File: src/rtl/slc3_front_panel.sv
// slc3 board front panel: debounced Run/Continue press pulses, synchronized switches,
// and the memory-mapped I/O responder that drives the hex display and LEDs.
module slc3_front_panel #(
  parameter int          DEBOUNCE_CYCLES = 250000,
  parameter logic [15:0] HEX_ADDR        = 16'hFFFF,
  parameter logic [15:0] LED_ADDR        = 16'hFFFE
) (
  input  logic        Clk,
  input  logic        Reset,
  input  logic        Run,
  input  logic        Continue,
  input  logic [15:0] Switches,
  output logic        run_pulse,
  output logic        continue_pulse,
  input  logic [15:0] io_addr,
  input  logic        io_we,
  input  logic [15:0] io_wdata,
  output logic        io_hit,
  output logic [15:0] io_rdata,
  output logic [11:0] LED,
  output logic [6:0]  HEX0,
  output logic [6:0]  HEX1,
  output logic [6:0]  HEX2,
  output logic [6:0]  HEX3
);

  localparam int             CW       = $clog2(DEBOUNCE_CYCLES);
  localparam logic [CW-1:0]  CNT_LAST = CW'(DEBOUNCE_CYCLES - 1);

  // Channel 0 is Run, channel 1 is Continue; both are active-low, so 1 means released.
  logic [1:0]    btn_raw;
  logic [1:0]    sync1;
  logic [1:0]    sync2;
  logic [1:0]    db;
  logic [1:0]    db_q;
  logic [CW-1:0] cnt [2];

  assign btn_raw = {Continue, Run};

  always_ff @(posedge Clk or negedge Reset) begin
    if (!Reset) begin
      sync1  <= 2'b11;
      sync2  <= 2'b11;
      db     <= 2'b11;
      db_q   <= 2'b11;
      cnt[0] <= '0;
      cnt[1] <= '0;
    end else begin
      sync1 <= btn_raw;
      sync2 <= sync1;
      db_q  <= db;
      for (int i = 0; i < 2; i++) begin
        // A change is accepted only after it has been seen on every edge of the window.
        if (sync2[i] == db[i]) begin
          cnt[i] <= '0;
        end else if (cnt[i] == CNT_LAST) begin
          db[i]  <= sync2[i];
          cnt[i] <= '0;
        end else begin
          cnt[i] <= cnt[i] + 1'b1;
        end
      end
    end
  end

  // Pulse on the debounced press edge only (1 -> 0); releases are silent.
  assign run_pulse      = db_q[0] & ~db[0];
  assign continue_pulse = db_q[1] & ~db[1];

  logic [15:0] sw_s1;
  logic [15:0] sw_q;
  logic [15:0] hex_reg;

  // CPU side: io_we is a single-cycle strobe qualified by io_addr; there is no
  // back-pressure, a write lands on the edge where io_we is high and reads are
  // combinational from registered state in the same cycle.
  always_ff @(posedge Clk or negedge Reset) begin
    if (!Reset) begin
      sw_s1   <= '0;
      sw_q    <= '0;
      hex_reg <= '0;
      LED     <= '0;
    end else begin
      sw_s1 <= Switches;
      sw_q  <= sw_s1;
      if (io_we && io_addr == HEX_ADDR) hex_reg <= io_wdata;
      if (io_we && io_addr == LED_ADDR) LED <= io_wdata[11:0];
    end
  end

  assign io_hit   = (io_addr == HEX_ADDR) || (io_addr == LED_ADDR);
  assign io_rdata = (io_addr == HEX_ADDR) ? sw_q : 16'h0000;

  // Segment order is {g,f,e,d,c,b,a}, active-low.
  function automatic logic [6:0] seg7(input logic [3:0] nib);
    logic [6:0] s;
    case (nib)
      4'h0:    s = 7'h40;
      4'h1:    s = 7'h79;
      4'h2:    s = 7'h24;
      4'h3:    s = 7'h30;
      4'h4:    s = 7'h19;
      4'h5:    s = 7'h12;
      4'h6:    s = 7'h02;
      4'h7:    s = 7'h78;
      4'h8:    s = 7'h00;
      4'h9:    s = 7'h10;
      4'hA:    s = 7'h08;
      4'hB:    s = 7'h03;
      4'hC:    s = 7'h46;
      4'hD:    s = 7'h21;
      4'hE:    s = 7'h06;
      4'hF:    s = 7'h0E;
      default: s = 7'h7F;
    endcase
    return s;
  endfunction

  assign HEX0 = seg7(hex_reg[3:0]);
  assign HEX1 = seg7(hex_reg[7:4]);
  assign HEX2 = seg7(hex_reg[11:8]);
  assign HEX3 = seg7(hex_reg[15:12]);

endmodule
File: config.mk
export PLATFORM = sky130hd
export DESIGN_NAME = slc3_front_panel
export DESIGN_NICKNAME = d
export VERILOG_FILES = /design/src/rtl/slc3_front_panel.sv
export SDC_FILE = /design/constraint.sdc
export NUM_CORES = 1
export LEC_CHECK = 0
export BUFFER_PORTS_ARGS = -buffer_cell sky130_fd_sc_hd__buf_2
export CORE_ASPECT_RATIO = 1.5
export CORE_MARGIN = 3
export CORE_UTILIZATION = 46
export DETAILED_ROUTE_END_ITERATION = 10
export GPL_ROUTABILITY_DRIVEN = 0
export PLACE_DENSITY = 0.69
export SLEW_MARGIN = 20
export SYNTH_ARGS = -nofsm -noshare
export SYNTH_HDL_FRONTEND = slang
export SYNTH_SLANG_ARGS = --single-unit
File: constraint.sdc
create_clock -name Clk -period 2.2 [get_ports Clk]
set_input_delay 0.44 -clock Clk [delete_from_list [all_inputs] [get_ports Clk]]
set_output_delay 0.44 -clock Clk [all_outputs]
set_load 0.05 [all_outputs]
==> flow_metrics.env, run 1 <==
export IMPL_status="finished, violations left"
export IMPL_violations="negative setup slack"
export IMPL_finalCriticalPeriod_ns=2.24
export IMPL_combPwrFrac_pct=3.8
export IMPL_area_delta_synth_final_pct=30.4
export IMPL_cp_slowest_cell="dfrtp_2"
export IMPL_initial_core_util_pct=47.7
export IMPL_maxCapViolations=0
export IMPL_rows=46
export IMPL_synth_top_area_cell="dfrtp_1"
export IMPL_htreeDepth=3
export IMPL_netlist_area_mm2=0.00511
export IMPL_die_area_mm2=0.0124
export IMPL_grt_max_degree=36
export IMPL_core_area_mm2=0.0107
export IMPL_ys_flop_type="dfrtp_1"
export IMPL_grt_pass1_wl_um=18500
export IMPL_antenna_found_initial=0
export IMPL_layout_setup_ws_ns=-0.0385
export IMPL_worst_path_largest_cell_delay_ns=0.46
export IMPL_yosys_warnings=0
export IMPL_required_ns=1.76
export IMPL_antenna_cells=0
export IMPL_rsz0062_at_grt="true"
export IMPL_min_path_type="input pin to asynchronous set/reset pin"
export IMPL_netlist_cell_type_count=53
export IMPL_peakVddDrop_mv=0.429
export IMPL_yosysTopAreaCellShare_pct=47.0
export IMPL_cts_root_buf="clkbuf_16"
export IMPL_grt_usage_pct=18.8
export IMPL_ys_async_sr_fraction_pct=100
export IMPL_p_seq_share_pct=51.4
export IMPL_largest_register_ff_count=36
export IMPL_drv_slew=0
export IMPL_regMostFlops="cnt"
export IMPL_cts_tree="done"
export IMPL_seq_area_frac_synth_pct=51.1
export IMPL_drive_above_1_share_pct=44.4
export IMPL_port_buffers=111
export IMPL_worstMarginPinSlew_ns=0.486
export IMPL_critical_path_cell_chain="inv_4 > ha_4 > inv_2 > mux4_2 > buf_8"
export IMPL_wl_per_cell_um=15.2
export IMPL_die_h_um=135
export IMPL_grt_overflow=0
export IMPL_grt_pass1_vias=3881
export IMPL_io_pins=112
export IMPL_skew_ns=0.00487
export IMPL_p_leak_nw=3.13
export IMPL_p_sw_share_pct=21.2
export IMPL_netSwitchingPower_mw=0.813
export IMPL_vias_per_cell=5.25
export IMPL_p_per_area_mw_per_mm2=576
export IMPL_path_class="register to output port"
export IMPL_synth_nets=524
export IMPL_intPower_mw=3.03
export IMPL_routed_wl_um=11200
export IMPL_yosys_top_cells_area="dfrtp_1, mux2_2, ha_1"
export IMPL_num_vias=3851
export IMPL_crit_path_max_fanout=6
export IMPL_final_hold_violation_count=0
export IMPL_ant_nets=0
export IMPL_arrival_ns=1.80
export IMPL_clk_path_buf_depth=2
export IMPL_slew_headroom_pct=67.6
export IMPL_syn_inst=445
export IMPL_path_clk_slew_ns=0.07
export IMPL_period_share_pct=102
export IMPL_power_share_clock_pct=44.8
export IMPL_ys_ff_latch=104
export IMPL_drt_first_pass_iters=4
export IMPL_cts_buffers_inserted=9
export IMPL_worstSetupStartpointType="register"
export IMPL_syn_area_per_cell_um2=11.5
export IMPL_die_w_um=92.1
export IMPL_worst_setup_path_end_kind="output port"
export IMPL_power_total_mw=3.84
export IMPL_drc=0
export IMPL_whs_ns=0.0583
export IMPL_fmax_mhz=447
export IMPL_dp_hpwl_um=8180
export IMPL_final_nets=664
export IMPL_drt_iter0_drc=141
export IMPL_clkSinkCount=104
export IMPL_nFillCells=855
export IMPL_insertion_delay_ns=0.34
export IMPL_setup_viol=3
export IMPL_synth_edf_count=0
kinds of logic after synthesis:
family / after synthesis / share of synthesized area (%)
simple gates: 166 / 17.7
flops: 104 / 51.1
mux: 47 / 11.0
compound gates: 40 / 6.00
buf+inv: 33 / 2.86
xor+xnor: 29 / 4.97
fa+ha+maj: 26 / 6.37
power groups by stage:
stage	sequential [mW]	clock, mW	combinational, mW
final	1.98	1.72	0.144
after global routing	1.98	1.85	0.165
after CTS	1.98	1.78	0.149
after detailed placement	2.01	0	0.146
after global placement	2.01	0	0.144
after floorplan	2.01	0	0.0375
cell usage after synthesis (3+ instances only):
| library cell | count |
|---|---|
| mux2i_1 | 10 |
| nand2b_1 | 3 |
| nor4_1 | 8 |
| nor2_1 | 48 |
| dfrtp_1 | 96 |
| a32o_1 | 3 |
| nor2b_1 | 6 |
| o22ai_1 | 4 |
| ha_1 | 26 |
| mux4_2 | 4 |
| mux2_2 | 33 |
| and2_1 | 18 |
| dfstp_2 | 8 |
| inv_1 | 17 |
| and4_1 | 4 |
| a21oi_1 | 8 |
| xor2_1 | 16 |
| o21ai_0 | 10 |
| nor3_1 | 6 |
| nand3_1 | 15 |
| clkbuf_1 | 7 |
| buf_1 | 3 |
| nand2_1 | 23 |
| a22o_1 | 5 |
| nand4_1 | 13 |
| xnor2_1 | 13 |
cell type report:
| cell class | instances | area (µm²) | area share, % |
|---|---|---|---|
| Tap cell | 144 | 180 | 2.70 |
| Clock buffer | 9 | 225 | 3.38 |
| Sequential cell | 104 | 2620 | 39.3 |
| Inverter | 17 | 73.8 | 1.11 |
| Timing Repair Buffer | 145 | 940 | 14.1 |
| Multi-Input combinational cell | 308 | 2520 | 37.9 |
| Clock inverter | 7 | 103 | 1.54 |
metal layers:
layer / wire length [µm] / part of all wire, % / global-route usage (%) / vias to the layer above
li1: - / - / - / 1837
met1: 4440 / 40 / 22.2 / 1866
met2: 5910 / 53 / 34.0 / 124
met3: 536 / 4.8 / 2.79 / 24
met4: 298 / 2.7 / 7.69 / 0
met5: 0 / 0 / 0 / -
worst max-delay path: cells and delay by family, from the launching register on:
kind | cells | cell delay, ns
muxes | 1 | 0.46
DFF | 1 | 0.46
buffers and inverters | 3 | 0.28
adders and majority gates | 1 | 0.26
final timing paths:
| kind | from | end | slack (ns) | cells after the start |
|---|---|---|---|---|
| max | hex_reg[4] | HEX1[3] | -0.04 | 5 |
| min | Reset | cnt[35] | 0.06 | 1 |
| max reg2reg | cnt[5] | cnt[15] | 0.37 | 4 |
| min reg2reg | sw_s1[3] | sw_q[3] | 0.35 | 0 |
| max in group asynchronous | Reset | sync1[1] | 1.52 | 2 |
| min in group Clk | Continue | sync1[1] | 0.19 | 1 |
metrics by stage:
| step | instance area [µm²] | std cells | utilization, % | TNS (ns) | setup slack [ns] |
|---|---|---|---|---|---|
| global route | 6670 | 734 | 62.3 | -0.455 | -0.102 |
| CTS | 6560 | 732 | 61.3 | -0.102 | -0.0508 |
| global placement | 5940 | 703 | 55.5 | 0 | 0.129 |
| detailed placement | 5940 | 703 | 55.5 | 0 | 0.128 |
| floorplan | 5120 | 445 | - | -0.504 | -0.252 |
| finish | 6670 | 734 | 62.3 | -0.0721 | -0.0385 |
cells in the final DEF, fill, tap and decap left out, types with 13 or more instances in the layout:
cell type / count
nand2_1: 22
and2_1: 18
buf_2: 95
mux2_2: 33
xor2_1: 16
nand4_1: 13
xnor2_1: 13
buf_4: 32
nor2_1: 48
nand3_1: 15
dfrtp_1: 90
what timing repair did:
item	CTS	global route
buffers inserted	13	2
gates resized for setup	55	33
endpoints found under the setup margin	13	18
hold buffers	0	0
pin swaps	4	6
No activity file was read; power rests on OpenSTA's default activity.
==> run 2: changes to the inputs <==
Clock period 2.2 ns to 2.31 ns, I/O delays scaled along.
==> flow_metrics.env, run 2 (synthesis gave the netlist of run 1 again) <==
export IMPL_finalSetupTns_ns=0
export IMPL_r2r_slack_ns=0.50
export IMPL_pre_cts_slack_ns=0.214
export IMPL_layout_setup_ws_ns=0.0248
export IMPL_port_buffers=111
export IMPL_worst_setup_path_end_kind="output port"
export IMPL_cts_buffers_inserted=9
export IMPL_grt_pass1_vias=3695
export IMPL_cp_slowest_cell="mux4_2"
export IMPL_die_h_um=135
export IMPL_regMostFlops="cnt"
export IMPL_area_delta_synth_final_pct=24.6
export IMPL_critical_path_top_delay_family="multiplexers"
export IMPL_worst_path_largest_cell_delay_ns=0.50
export IMPL_num_vias=3811
export IMPL_place_inst=698
export IMPL_critical_path_cell_chain="buf_4 > ha_2 > mux4_2 > buf_8"
export IMPL_rsz0062_at_grt="true"
export IMPL_slew_headroom_pct=68.9
export IMPL_cts_root_buf="clkbuf_16"
export IMPL_mostFrequentLayoutCells="buf_2, dfrtp_1, nor2_1"
export IMPL_drive_above_1_share_pct=40.3
export IMPL_final_hold_violation_count=0
export IMPL_routed_wl_um=10900
export IMPL_path_class="register to output port"
export IMPL_status="finished clean"
export IMPL_required_ns=1.85
export IMPL_maxCapViolations=0
export IMPL_skew_ns=0.00731
export IMPL_antenna_found_initial=0
export IMPL_ff2ff_path_depth=4
export IMPL_reg2reg_from="cnt[5]"
export IMPL_die_area_mm2=0.0124
export IMPL_grt_pass1_wl_um=17500
export IMPL_fmax_mhz=438
export IMPL_worstSetupStartpointType="register"
export IMPL_worstMarginPinSlew_ns=0.466
export IMPL_antenna_cells=0
export IMPL_drt_first_pass_iters=4
export IMPL_cts_tree="done"
export IMPL_r2r_end="cnt[15]"
export IMPL_placed_cell_area_mm2=0.00589
export IMPL_clk_path_buf_depth=2
export IMPL_p_per_area_mw_per_mm2=538
export IMPL_die_w_um=92.1
export IMPL_wl_per_cell_um=15.0
export IMPL_insertion_delay_ns=0.34
export IMPL_dp_hpwl_um=8080
export IMPL_drc=0
export IMPL_initial_core_util_pct=47.7
export IMPL_vias_per_cell=5.26
export IMPL_final_nets=655
export IMPL_path_clk_slew_ns=0.07
export IMPL_peakVddDrop_mv=0.358
export IMPL_p_leak_nw=3.03
export IMPL_clkSinkCount=104
export IMPL_final_common_cell="buf_2"
export IMPL_grt_max_degree=74
export IMPL_htreeDepth=3
export IMPL_io_pins=112
export IMPL_cts_hold_buffers=0
export IMPL_layoutNonFillerInstCount=725
export IMPL_grt_usage_pct=17.6
export IMPL_ant_nets=0
export IMPL_min_path_type="input pin to asynchronous set/reset pin"
export IMPL_grt_overflow=0
export IMPL_core_area_mm2=0.0107
export IMPL_largest_register_ff_count=36
export IMPL_arrival_ns=1.82
export IMPL_final_area_mm2=0.00637
export IMPL_drv_slew=0
export IMPL_rows=46
export IMPL_crit_path_max_fanout=4
export IMPL_crit_buf_inv=2
export IMPL_finalCriticalPeriod_ns=2.29
export IMPL_period_share_pct=98.9
export IMPL_setup_viol=0
export IMPL_drt_iter0_drc=144
## run 2: changes by cell type in the layout (fill, tap and decap cells not counted), moves of 3 or more
cell | before | now
inv_2 | 8 | 5
ha_1 | 11 | 20
buf_2 | 95 | 104
buf_4 | 32 | 25
buf_6 | 9 | 4
ha_4 | 10 | 3
clkbuf_4 | 3 | 0
inv_1 | 5 | 10
## run 2: per-layer routing
metal | wire length, µm | GRT usage [%] | part of all wire [%] | vias to the layer above
met2 | 5560 | 30.0 | 51 | 113
li1 | - | - | - | 1823
met5 | 0 | 0 | 0 | -
met1 | 4480 | 21.5 | 41 | 1854
met4 | 238 | 7.27 | 2.2 | 0
met3 | 596 | 4.07 | 5.5 | 21
## run 2: stage by stage
stage	hold WS [ns]	util, %	power [mW]
after floorplan	0.166	-	1.95
after global placement	0.333	55.0	2.05
after detailed placement	0.335	55.0	2.06
after CTS	0.143	58.6	3.49
after global routing	0.151	59.5	3.58
final	0.118	59.5	3.43
## run 2: what timing repair did
| item | in CTS | in global routing |
|---|---|---|
| endpoints found under the hold margin | 0 | 0 |
| endpoints found under the setup margin | 7 | 8 |
| buffers inserted | 7 | 4 |
| resized for setup | 21 | 19 |
## run 2: where the power goes
group          switching [mW]  total, mW  internal, mW
sequential             0.0205       1.88          1.86
clock                   0.666       1.41         0.745
combinational          0.0780      0.133        0.0553
## run 2: cell type report
| type | count | area, µm² |
|---|---|---|
| well taps | 144 | 180 |
| clock buffers | 10 | 229 |
| repair buffers | 136 | 803 |
| inverters | 17 | 68.8 |
| multi-input cells | 308 | 2420 |
| flip-flops and latches | 104 | 2620 |
| clock inverters | 6 | 50.0 |
| fillers | 915 | 4340 |
## run 2: worst max-delay path by stage
stage | start | to | slack (ns) | depth (start not counted)
global route | hex_reg[9] | HEX2[0] | -0.04 | 6
detailed placement | io_addr[8] | io_rdata[5] | 0.21 | 7
finish | hex_reg[8] | HEX2[3] | 0.02 | 4
CTS | hex_reg[12] | HEX3[3] | 0.0006 | 5
floorplan | hex_reg[3] | HEX0[5] | -0.16 | 3
global placement | hex_reg[4] | HEX1[0] | 0.26 | 6
## run 2: worst reg2reg max path: stages, from the launching register on
cell     delay [ns]
dfrtp_1        0.49
nand4_2        0.20
or3_4          0.44
or4b_4         0.49
a21oi_2        0.13
==> run 3: changes to the inputs <==
Settings changed: ABC_AREA set to 1, CTS_CLUSTER_DIAMETER set to 200, SETUP_SLACK_MARGIN set to 0.3.
==> flow_metrics.env, run 3 <==
export IMPL_status="finished clean"
export IMPL_final_common_cell="nand2_1"
export IMPL_drt_iter0_drc=110
export IMPL_largest_register_ff_count=36
export IMPL_finalSetupTns_ns=0
export IMPL_netlist_cell_type_count=34
export IMPL_power_share_clock_pct=42.9
export IMPL_p_seq_share_pct=52.7
export IMPL_path_class="register to output port"
export IMPL_cts_buffers_inserted=9
export IMPL_cp_slowest_cell="dfrtp_1"
export IMPL_synth_nets=736
export IMPL_antenna_cells=0
export IMPL_ys_async_sr_fraction_pct=100
export IMPL_final_util_pct=65.2
export IMPL_worst_path_largest_cell_delay_ns=0.43
export IMPL_regMostFlops="cnt"
export IMPL_skew_ns=0.00847
export IMPL_worst_setup_path_end_kind="output port"
export IMPL_die_area_mm2=0.0130
export IMPL_grt_pass1_vias=4905
export IMPL_crit_path_max_fanout=5
export IMPL_insertion_delay_ns=0.35
export IMPL_yosys_top_cells_area="dfrtp_1, nand2_1, nor2_1"
export IMPL_htreeDepth=3
export IMPL_cts_root_buf="clkbuf_16"
export IMPL_peakVddDrop_mv=0.449
export IMPL_seq_area_frac_synth_pct=48.8
export IMPL_route_met2_wl_um=7420
export IMPL_clkSinkCount=104
export IMPL_required_ns=1.85
export IMPL_cts_tree="done"
export IMPL_yosys_warnings=0
export IMPL_io_pins=112
export IMPL_crit_buf_inv=2
export IMPL_path_clk_slew_ns=0.08
export IMPL_netSwitchingPower_mw=0.869
export IMPL_syn_area_per_cell_um2=8.15
export IMPL_worstSetupStartpointType="register"
export IMPL_grt_usage_pct=20.5
export IMPL_final_nets=873
export IMPL_cts_hold_buffers=0
export IMPL_grt_overflow=0
export IMPL_drive_above_1_share_pct=36.0
export IMPL_setup_viol=0
export IMPL_critical_path_top_delay_family="flip-flops"
export IMPL_routed_wl_um=13600
export IMPL_dp_hpwl_um=9250
export IMPL_placed_cell_area_mm2=0.00613
export IMPL_wl_met1_um=5420
export IMPL_met3_wirelength_um=571
export IMPL_grt_max_degree=52
export IMPL_ant_nets=0
export IMPL_synth_top_area_cell="dfrtp_1"
export IMPL_yosysTopAreaCellShare_pct=44.9
export IMPL_arrival_ns=1.59
export IMPL_whs_ns=0.145
export IMPL_p_per_area_mw_per_mm2=490
export IMPL_die_h_um=138
export IMPL_wl_per_cell_um=14.4
export IMPL_clk_path_buf_depth=2
export IMPL_core_area_mm2=0.0112
export IMPL_synth_edf_count=0
export IMPL_ys_ff_latch=104
export IMPL_drv_slew=0
export IMPL_finalCriticalPeriod_ns=2.05
export IMPL_combPwrFrac_pct=4.4
export IMPL_num_vias=4771
export IMPL_highest_layer="met4"
export IMPL_rows=47
export IMPL_min_path_type="input pin to asynchronous set/reset pin"
export IMPL_netlist_area_mm2=0.00535
export IMPL_grt_pass1_wl_um=21900
export IMPL_port_buffers=111
export IMPL_maxCapViolations=0
export IMPL_area_delta_synth_final_pct=36.2
export IMPL_period_share_pct=88.7
export IMPL_final_hold_violation_count=0
export IMPL_nFillCells=897
export IMPL_drt_first_pass_iters=5
export IMPL_vias_per_cell=5.04
export IMPL_syn_inst=657
export IMPL_final_area_mm2=0.00729
export IMPL_worstMarginPinSlew_ns=0.665
export IMPL_ys_flop_type="dfrtp_1"
export IMPL_intPower_mw=2.70
export IMPL_die_w_um=94.1
export IMPL_fmax_mhz=488
export IMPL_drc=0
export IMPL_p_leak_nw=3.50
export IMPL_antenna_found_initial=0
export IMPL_rsz0062_at_grt="true"
export IMPL_yosysMostFrequentCell="nand2_1"
export IMPL_initial_core_util_pct=47.9
export IMPL_synth_common_cells="nand2_1, nor2_1, dfrtp_1"
export IMPL_critical_path_cell_chain="inv_4 > ha_4 > a21oi_4 > o21ai_2 > nand2_2 > buf_8"
export IMPL_p_sw_share_pct=24.3
export IMPL_slew_headroom_pct=55.7
export IMPL_mostFrequentLayoutCells="nand2_1, nor2_1, dfrtp_1"
[run 3: cell types whose count changed after synthesis, moves of 33 or more]
cell,delta
nor2_1,+63
nand2_1,+148
nand3_1,+47
mux2_2,-33
inv_1,+43
[run 3: logic make-up (layout without fill, tap and decap cells)]
group           Yosys count  after routing  synth area share (%)
buf+inv                  80            222                  6.24
xor+xnor                 18             18                  3.23
compound gates           54             54                  5.66
flops                   104            104                  48.8
fa+ha+maj                26             26                  6.08
simple gates            375            375                  30.0
[run 3: area by class of cell]
cell class                      count  area, µm²  share of cell area, %
Clock inverter                      7       81.3                   1.12
Sequential cell                   104       2630                   36.0
Clock buffer                        9        225                   3.09
Inverter                           66        274                   3.76
Timing Repair Buffer              140       1070                   14.6
Tap cell                          147        184                   2.52
Multi-Input combinational cell    473       2830                   38.9
[run 3: metrics by stage]
step / total power [mW] / worst slack (ns) / instances
2_1_floorplan: 1.96 / 0.0970 / 657
3_3_place_gp: 2.07 / 0.319 / 907
3_5_place_dp: 2.07 / 0.282 / 907
4_1_cts: 3.63 / 0.254 / 938
5_1_grt: 3.72 / 0.175 / 946
6_report: 3.57 / 0.261 / 946
[run 3: path summary, 6_finish.rpt]
kind,startpoint,to,slack [ns],cells after the start
min in group Clk,Continue,sync1[1],0.21,1
max reg2reg,cnt[0],cnt[16],0.68,6
min reg2reg,sw_s1[10],sw_q[10],0.35,0
max,hex_reg[0],HEX0[3],0.26,6
min,Reset,cnt[1],0.15,1
max in group asynchronous,Reset,hex_reg[8],1.56,2
[run 3: per-layer routing]
layer  GRT usage [%]  up-vias
li1                -     2343
met1            24.4     2296
met2            37.0      117
met3            4.02       15
met4            5.86        0
met5               0        -
[run 3: power groups by stage]
stage	registers, mW	clock network, mW	logic (mW)
after floorplan	1.91	0	0.0469
after global placement	1.91	0	0.155
after detailed placement	1.92	0	0.158
after CTS	1.88	1.59	0.160
after global routing	1.89	1.66	0.180
final	1.88	1.53	0.158
[run 3: timing repair]
| action | in CTS | in global routing |
|---|---|---|
| buffers inserted | 15 | 8 |
| pin swaps | 15 | 25 |
| gates resized for setup | 117 | 102 |
| setup endpoints to repair | 30 | 43 |
